===== config.mk =====
export PLATFORM = sky130hd
export DESIGN_NAME = csi_header_ecc
export DESIGN_NICKNAME = d
export VERILOG_FILES = /design/src/rtl/csi_header_ecc.sv
export SDC_FILE = /design/constraint.sdc
export NUM_CORES = 1
export LEC_CHECK = 0
export ABC_CLOCK_PERIOD_IN_PS = 6050
export BUFFER_PORTS_ARGS = -buffer_cell sky130_fd_sc_hd__buf_2
export CAP_MARGIN = 20
export CORE_MARGIN = 1
export CORE_UTILIZATION = 62
export CTS_BUF_LIST = sky130_fd_sc_hd__clkbuf_2 sky130_fd_sc_hd__clkbuf_4 sky130_fd_sc_hd__clkbuf_8
export DETAILED_ROUTE_END_ITERATION = 12
export PLACE_DENSITY_LB_ADDON = 0.1
export SLEW_MARGIN = 40
export SYNTH_ARGS = -nofsm -noshare
export SYNTH_HDL_FRONTEND = slang
export SYNTH_SLANG_ARGS = --single-unit
export TNS_END_PERCENT = 50

===== constraint.sdc =====
create_clock -name clk -period 6.05 [get_ports clk]
set_input_delay 1.21 -clock clk [delete_from_list [all_inputs] [get_ports clk]]
set_output_delay 1.21 -clock clk [all_outputs]
set_load 0.1 [all_outputs]

===== src/rtl/csi_header_ecc.sv =====
// rtl/csi_header_ecc.sv - CSI-2 packet header ECC check/correct and payload forwarder
//
// Captures the 4-byte packet header from the lane-merged 16-bit stream and
// applies CSI-2 SEC-DED correction. It strobes the corrected header out, then
// forwards the long-packet payload with the trailing 2-byte CRC stripped.
// Packets whose header cannot be corrected are discarded.
//
// Ports:
//   clk            clock
//   reset          synchronous, active-high reset
//   in_data[15:0]  merged byte stream, [7:0] is the earlier byte
//   in_valid       frames one packet; low for >=1 cycle between packets
//   data_stream    registered payload word, qualified by valid_stream
//   ph_stream      corrected header {WC[15:8], WC[7:0], DI}, updated on ph_select
//   ph_select      1-cycle strobe: ph_stream holds a new header
//   valid_stream   data_stream holds a payload word
//   ecc_error      header uncorrectable, pulses together with ph_select
//   truncated      1-cycle pulse when in_valid falls before payload+CRC completed
module csi_header_ecc #(
  parameter logic [5:0] LONG_DT_MIN = 6'h10,
  parameter bit         ECC_EN      = 1'b1
) (
  input  logic        clk,
  input  logic        reset,
  input  logic [15:0] in_data,
  input  logic        in_valid,
  output logic [15:0] data_stream,
  output logic [23:0] ph_stream,
  output logic        ph_select,
  output logic        valid_stream,
  output logic        ecc_error,
  output logic        truncated
);

  typedef enum logic [2:0] {IDLE, HDR1, PAYLOAD, CRC, DRAIN} state_t;

  // Header bits D[23:0] covered by each parity bit, listed P5 down to P0.
  localparam logic [5:0][23:0] PMASK = {
    24'hEFFC00, 24'hDF03F0, 24'hB8E38E, 24'h749A6D, 24'hF2555B, 24'hF12CB7
  };

  // Syndrome produced when only data bit k is flipped.
  function automatic logic [5:0] column(input int k);
    logic [5:0] c;
    for (int j = 0; j < 6; j++) c[j] = PMASK[j][k];
    return c;
  endfunction

  state_t      state, state_d;
  logic [15:0] hdr_lo, hdr_lo_d;
  logic [15:0] cnt, cnt_d;
  logic [15:0] data_d;
  logic [23:0] ph_d;
  logic        ph_sel_d, valid_d, ecc_err_d, trunc_d;

  logic [23:0] hdr_raw, hdr_fix;
  logic [5:0]  syndrome;
  logic        hdr_bad, hit;
  logic        is_long;
  logic [15:0] wc;

  // Word 1 is still on in_data while in HDR1, so the decode is combinational on it.
  assign hdr_raw = {in_data[7:0], hdr_lo};

  always_comb begin
    syndrome = '0;
    for (int j = 0; j < 6; j++) syndrome[j] = (^(hdr_raw & PMASK[j])) ^ in_data[8+j];
    hdr_fix = hdr_raw;
    hdr_bad = 1'b0;
    hit     = 1'b0;
    if (ECC_EN) begin
      for (int k = 0; k < 24; k++) begin
        if (syndrome == column(k)) begin
          hdr_fix[k] = ~hdr_raw[k];
          hit        = 1'b1;
        end
      end
      // Nonzero syndrome that is neither a data column nor a single parity bit.
      hdr_bad = !hit && ((syndrome & (syndrome - 6'd1)) != 6'd0);
    end
  end

  assign wc      = hdr_fix[23:8];
  assign is_long = hdr_fix[5:0] >= LONG_DT_MIN;

  always_comb begin
    state_d   = state;
    hdr_lo_d  = hdr_lo;
    cnt_d     = cnt;
    data_d    = data_stream;
    ph_d      = ph_stream;
    ph_sel_d  = 1'b0;
    valid_d   = 1'b0;
    ecc_err_d = 1'b0;
    trunc_d   = 1'b0;
    case (state)
      IDLE: begin
        if (in_valid) begin
          hdr_lo_d = in_data;
          state_d  = HDR1;
        end
      end
      HDR1: begin
        if (!in_valid) begin
          trunc_d = 1'b1;
          state_d = IDLE;
        end else begin
          ph_d      = hdr_fix;
          ph_sel_d  = 1'b1;
          ecc_err_d = hdr_bad;
          if (hdr_bad || !is_long) begin
            state_d = DRAIN;
          end else if (wc == 16'd0) begin
            state_d = CRC;
          end else begin
            cnt_d   = wc;
            state_d = PAYLOAD;
          end
        end
      end
      PAYLOAD: begin
        if (!in_valid) begin
          trunc_d = 1'b1;
          state_d = IDLE;
        end else begin
          data_d  = in_data;
          valid_d = 1'b1;
          if (cnt <= 16'd2) begin
            // Odd WC: the upper byte of the last word is already CRC byte 0.
            if (cnt == 16'd1) data_d[15:8] = 8'h00;
            cnt_d   = 16'd0;
            state_d = CRC;
          end else begin
            cnt_d = cnt - 16'd2;
          end
        end
      end
      CRC: begin
        // One word remains in both cases: both CRC bytes, or CRC byte 1 plus pad.
        if (!in_valid) begin
          trunc_d = 1'b1;
          state_d = IDLE;
        end else begin
          state_d = DRAIN;
        end
      end
      DRAIN: begin
        if (!in_valid) state_d = IDLE;
      end
      default: state_d = IDLE;
    endcase
  end

  always_ff @(posedge clk) begin
    if (reset) begin
      state        <= IDLE;
      hdr_lo       <= '0;
      cnt          <= '0;
      data_stream  <= '0;
      ph_stream    <= '0;
      ph_select    <= 1'b0;
      valid_stream <= 1'b0;
      ecc_error    <= 1'b0;
      truncated    <= 1'b0;
    end else begin
      state        <= state_d;
      hdr_lo       <= hdr_lo_d;
      cnt          <= cnt_d;
      data_stream  <= data_d;
      ph_stream    <= ph_d;
      ph_select    <= ph_sel_d;
      valid_stream <= valid_d;
      ecc_error    <= ecc_err_d;
      truncated    <= trunc_d;
    end
  end

endmodule


==> impl_results.md <==
- Final worst path period need: 5.11 ns
- CTS tree: done
- DP Cell Count: 694
- Via count of the first global-routing pass: 4388
- Vias per cell: 6.38
- Mapped Nets: 587
- Count of input and output buffers: 62
- Top FF cell, synth: dfxtp_1
- Worst EP required: 6.37 ns
- Setup crit start kind: primary input
- Detailed Place HPWL: 10400 um
- Flops & latches, synth: 79
- Crit path max fanout: 16
- CTS H-Tree Depth: 3
- Share of layout cells above drive strength 1: 17.3%
- Die ar.: 8150 um^2
- Number of antenna violations at the first check in global routing: 0
- Highest clock rate: 196 MHz
- FP Rows: 31
- Non-filler cells, final: 710
- Chip width: 90.3 um
- GR Overflow Total: 0
- DR vias: 4527
- Post-CTS setup buffer count: 0
- Cts repair resizes: 0
- Core area: 7410 um^2
- HP Class: flop to flop
- Count leader, synth: dfxtp_1
- Sinks on Clock Net: 79
- Antenna-violating nets left: 0
- Post-Syn Area: 4830 um^2
- Design Power: 2150 uW
- Critical Path AT: 5.43 ns
- Clock Skews: 0.0132 ns
- Leak pwr: 0.00206 uW
- Pwr/cell area: 405 nW/um^2
- CP Capture Type: flop
- Status: finished clean
- Post-Synthesis Cells: 567
- Max Cap Viol: 0
- Share of flip-flops with an asynchronous set or reset: 0%
- Yosys cell types: 71
- Maximum clock path buffer count: 2
- # IOs: 63
- Root Buffer: clkbuf_8
- Top cells by area, synth: dfxtp_1 33%, xnor2_1 9.1%, nand2_1 5.7%, nor2_1 4.7%, a21oi_1 4.4%
- Initial core utilization: 65.2%
- Setup CP Type: primary input to flop
- First-pass iteration count of the detailed router: 6
- Total wire length: 14100 um
- Clock Latency Late Sink: 0.37 ns
- Most instantiated cells after synthesis: 79 x dfxtp_1, 73 x nand2_1, 61 x nor2_1, 50 x xnor2_1, 42 x a21oi_1
- Fillers: 575
- CTS clk-pin slew, worst paths: 0.09 ns
- Leading area contributor after synthesis: dfxtp_1
- Antenna cells: 0
- Sequential area share after synthesis: 32.7%
- First-pass GRT wire length: 22600 um
- Max VDD drop: 293 uV
- Routed len/inst: 19.8 um
- GR Util All Layers: 35.4%
- Max Slew Vio Count: 0
- Top cell type's share of synthesized area: 32.7%
- Area delta synth->final: 10.1%
- Setup TNS: 0 ns
- Worst Tran Pin Value: 0.809 ns
- Initial drt markers: 358
- Gp weighted congestion: 1.00
- Post-synth EDFFs: 0
- Largest net degree at the start of global routing: 78
- Die H: 90.3 um
- Final Net Count: 626
- Syn Area/Cell: 8.52 um^2
- Hold buffer count at cts: 0
- Final Hold Vio Count: 0
- Synth warn: 0
- Final core occ: 71.8%
- Final clock period utilization by the worst path: 84.5%
- Drc violations: 0
- Final setup fails: 0
- RSZ-0062 raised after global routing: no
- Slew HR: 46.1%
- CTS buffer count: 9
logic make-up (layout without fill, tap and decap cells):
family | after synthesis | count (layout) | share of synthesized area, %
AOI/OAI and AO/OA | 134 | 134 | 20.1
xor gates and xnor gates | 88 | 88 | 20.7
adders and majority gates | 1 | 1 | 0.259
buffers and inverters | 46 | 90 | 4.46
DFF | 79 | 79 | 32.7
muxes | 2 | 2 | 0.415
and+or+nand+nor | 217 | 217 | 21.3
placed cells by master (no fill, tap or decap), types with 3 or more instances in the layout:
master | netlist | routed
buf_4 | 5 | 3
buf_2 | 5 | 62
o21ai_0 | 8 | 8
a211oi_1 | 20 | 20
o21ai_1 | 4 | 4
xnor2_2 | 4 | 4
nor4_1 | 4 | 4
a221oi_1 | 6 | 6
a22oi_1 | 10 | 10
and3_1 | 3 | 3
clkbuf_8 | 0 | 9
nor2_1 | 61 | 61
nor3_1 | 16 | 16
xor2_1 | 20 | 20
inv_1 | 9 | 9
a222oi_1 | 8 | 8
or3_1 | 6 | 6
nor3b_1 | 5 | 5
nand2_1 | 73 | 72
nand3_1 | 21 | 21
dfxtp_1 | 79 | 79
a211oi_2 | 6 | 6
inv_6 | 0 | 3
xnor3_1 | 9 | 9
o31ai_1 | 4 | 4
and2_1 | 4 | 4
xnor2_1 | 50 | 50
a21oi_1 | 42 | 41
o22ai_1 | 5 | 5
metrics by stage:
step | cell area (um^2) | hold WS, ns | worst slack [ns]
after floorplan | 4830 | 0.444 | 1.62
after global placement | 5100 | 0.440 | 0.655
after detailed placement | 5100 | 0.444 | 0.656
after CTS | 5310 | 0.455 | 1.04
after global routing | 5320 | 0.484 | 0.706
final | 5320 | 0.457 | 0.938
path summary, 6_finish.rpt:
path                  start             end  slack, ns  cells after the start
min reg2reg  data_stream[2]  data_stream[2]       0.46                      2
max reg2reg       hdr_lo[0]          cnt[0]       1.35                     11
min          data_stream[2]  data_stream[2]       0.46                      2
max              in_data[4]          cnt[0]       0.94                     12
per-layer routing:
layer | GRT usage (%) | part of all wire (%) | vias up
met5 | 0 | 0 | -
met4 | 20.3 | 5.1 | 0
met3 | 7.07 | 8.8 | 57
met2 | 60.7 | 49 | 262
met1 | 41.0 | 37 | 2108
li1 | - | - | 2100
report_power, final:
part / switching (uW) / total (uW) / internal [uW]
clock network: 222 / 420 / 199
registers: 34.9 / 585 / 550
logic: 779 / 1150 / 370
total: 1040 / 2150 / 1120
state kept, by name, summed over array words and instances, names as in the netlist:
register / cells
ph_stream: 24
ecc_error: 1
valid_stream: 1
hdr_lo: 16
ph_select: 1
cnt: 16
state: 3
truncated: 1
data_stream: 16
critical path: stages:
cell and delay, ns:
buf_2 0.16, xnor2_4 0.29, xor3_2 0.42, xnor2_1 0.46, nand3_1 0.28, a222oi_1 0.43, xnor2_1 0.35, nand4b_1 0.19
a2111oi_2 0.37, and3_1 0.59, or2_1 0.42, o221a_1 0.24
cell type report:
type | instances | area (um^2) | share of cell area, %
flip-flops and latches | 79 | 1580 | 29.7
clock buffers | 9 | 124 | 2.33
well taps | 99 | 124 | 2.33
clock inverters | 7 | 83.8 | 1.58
multi-input cells | 442 | 3040 | 57.1
inverters | 9 | 33.8 | 0.635
repair buffers | 65 | 333 | 6.26
Power figures use the tool's default switching activity.
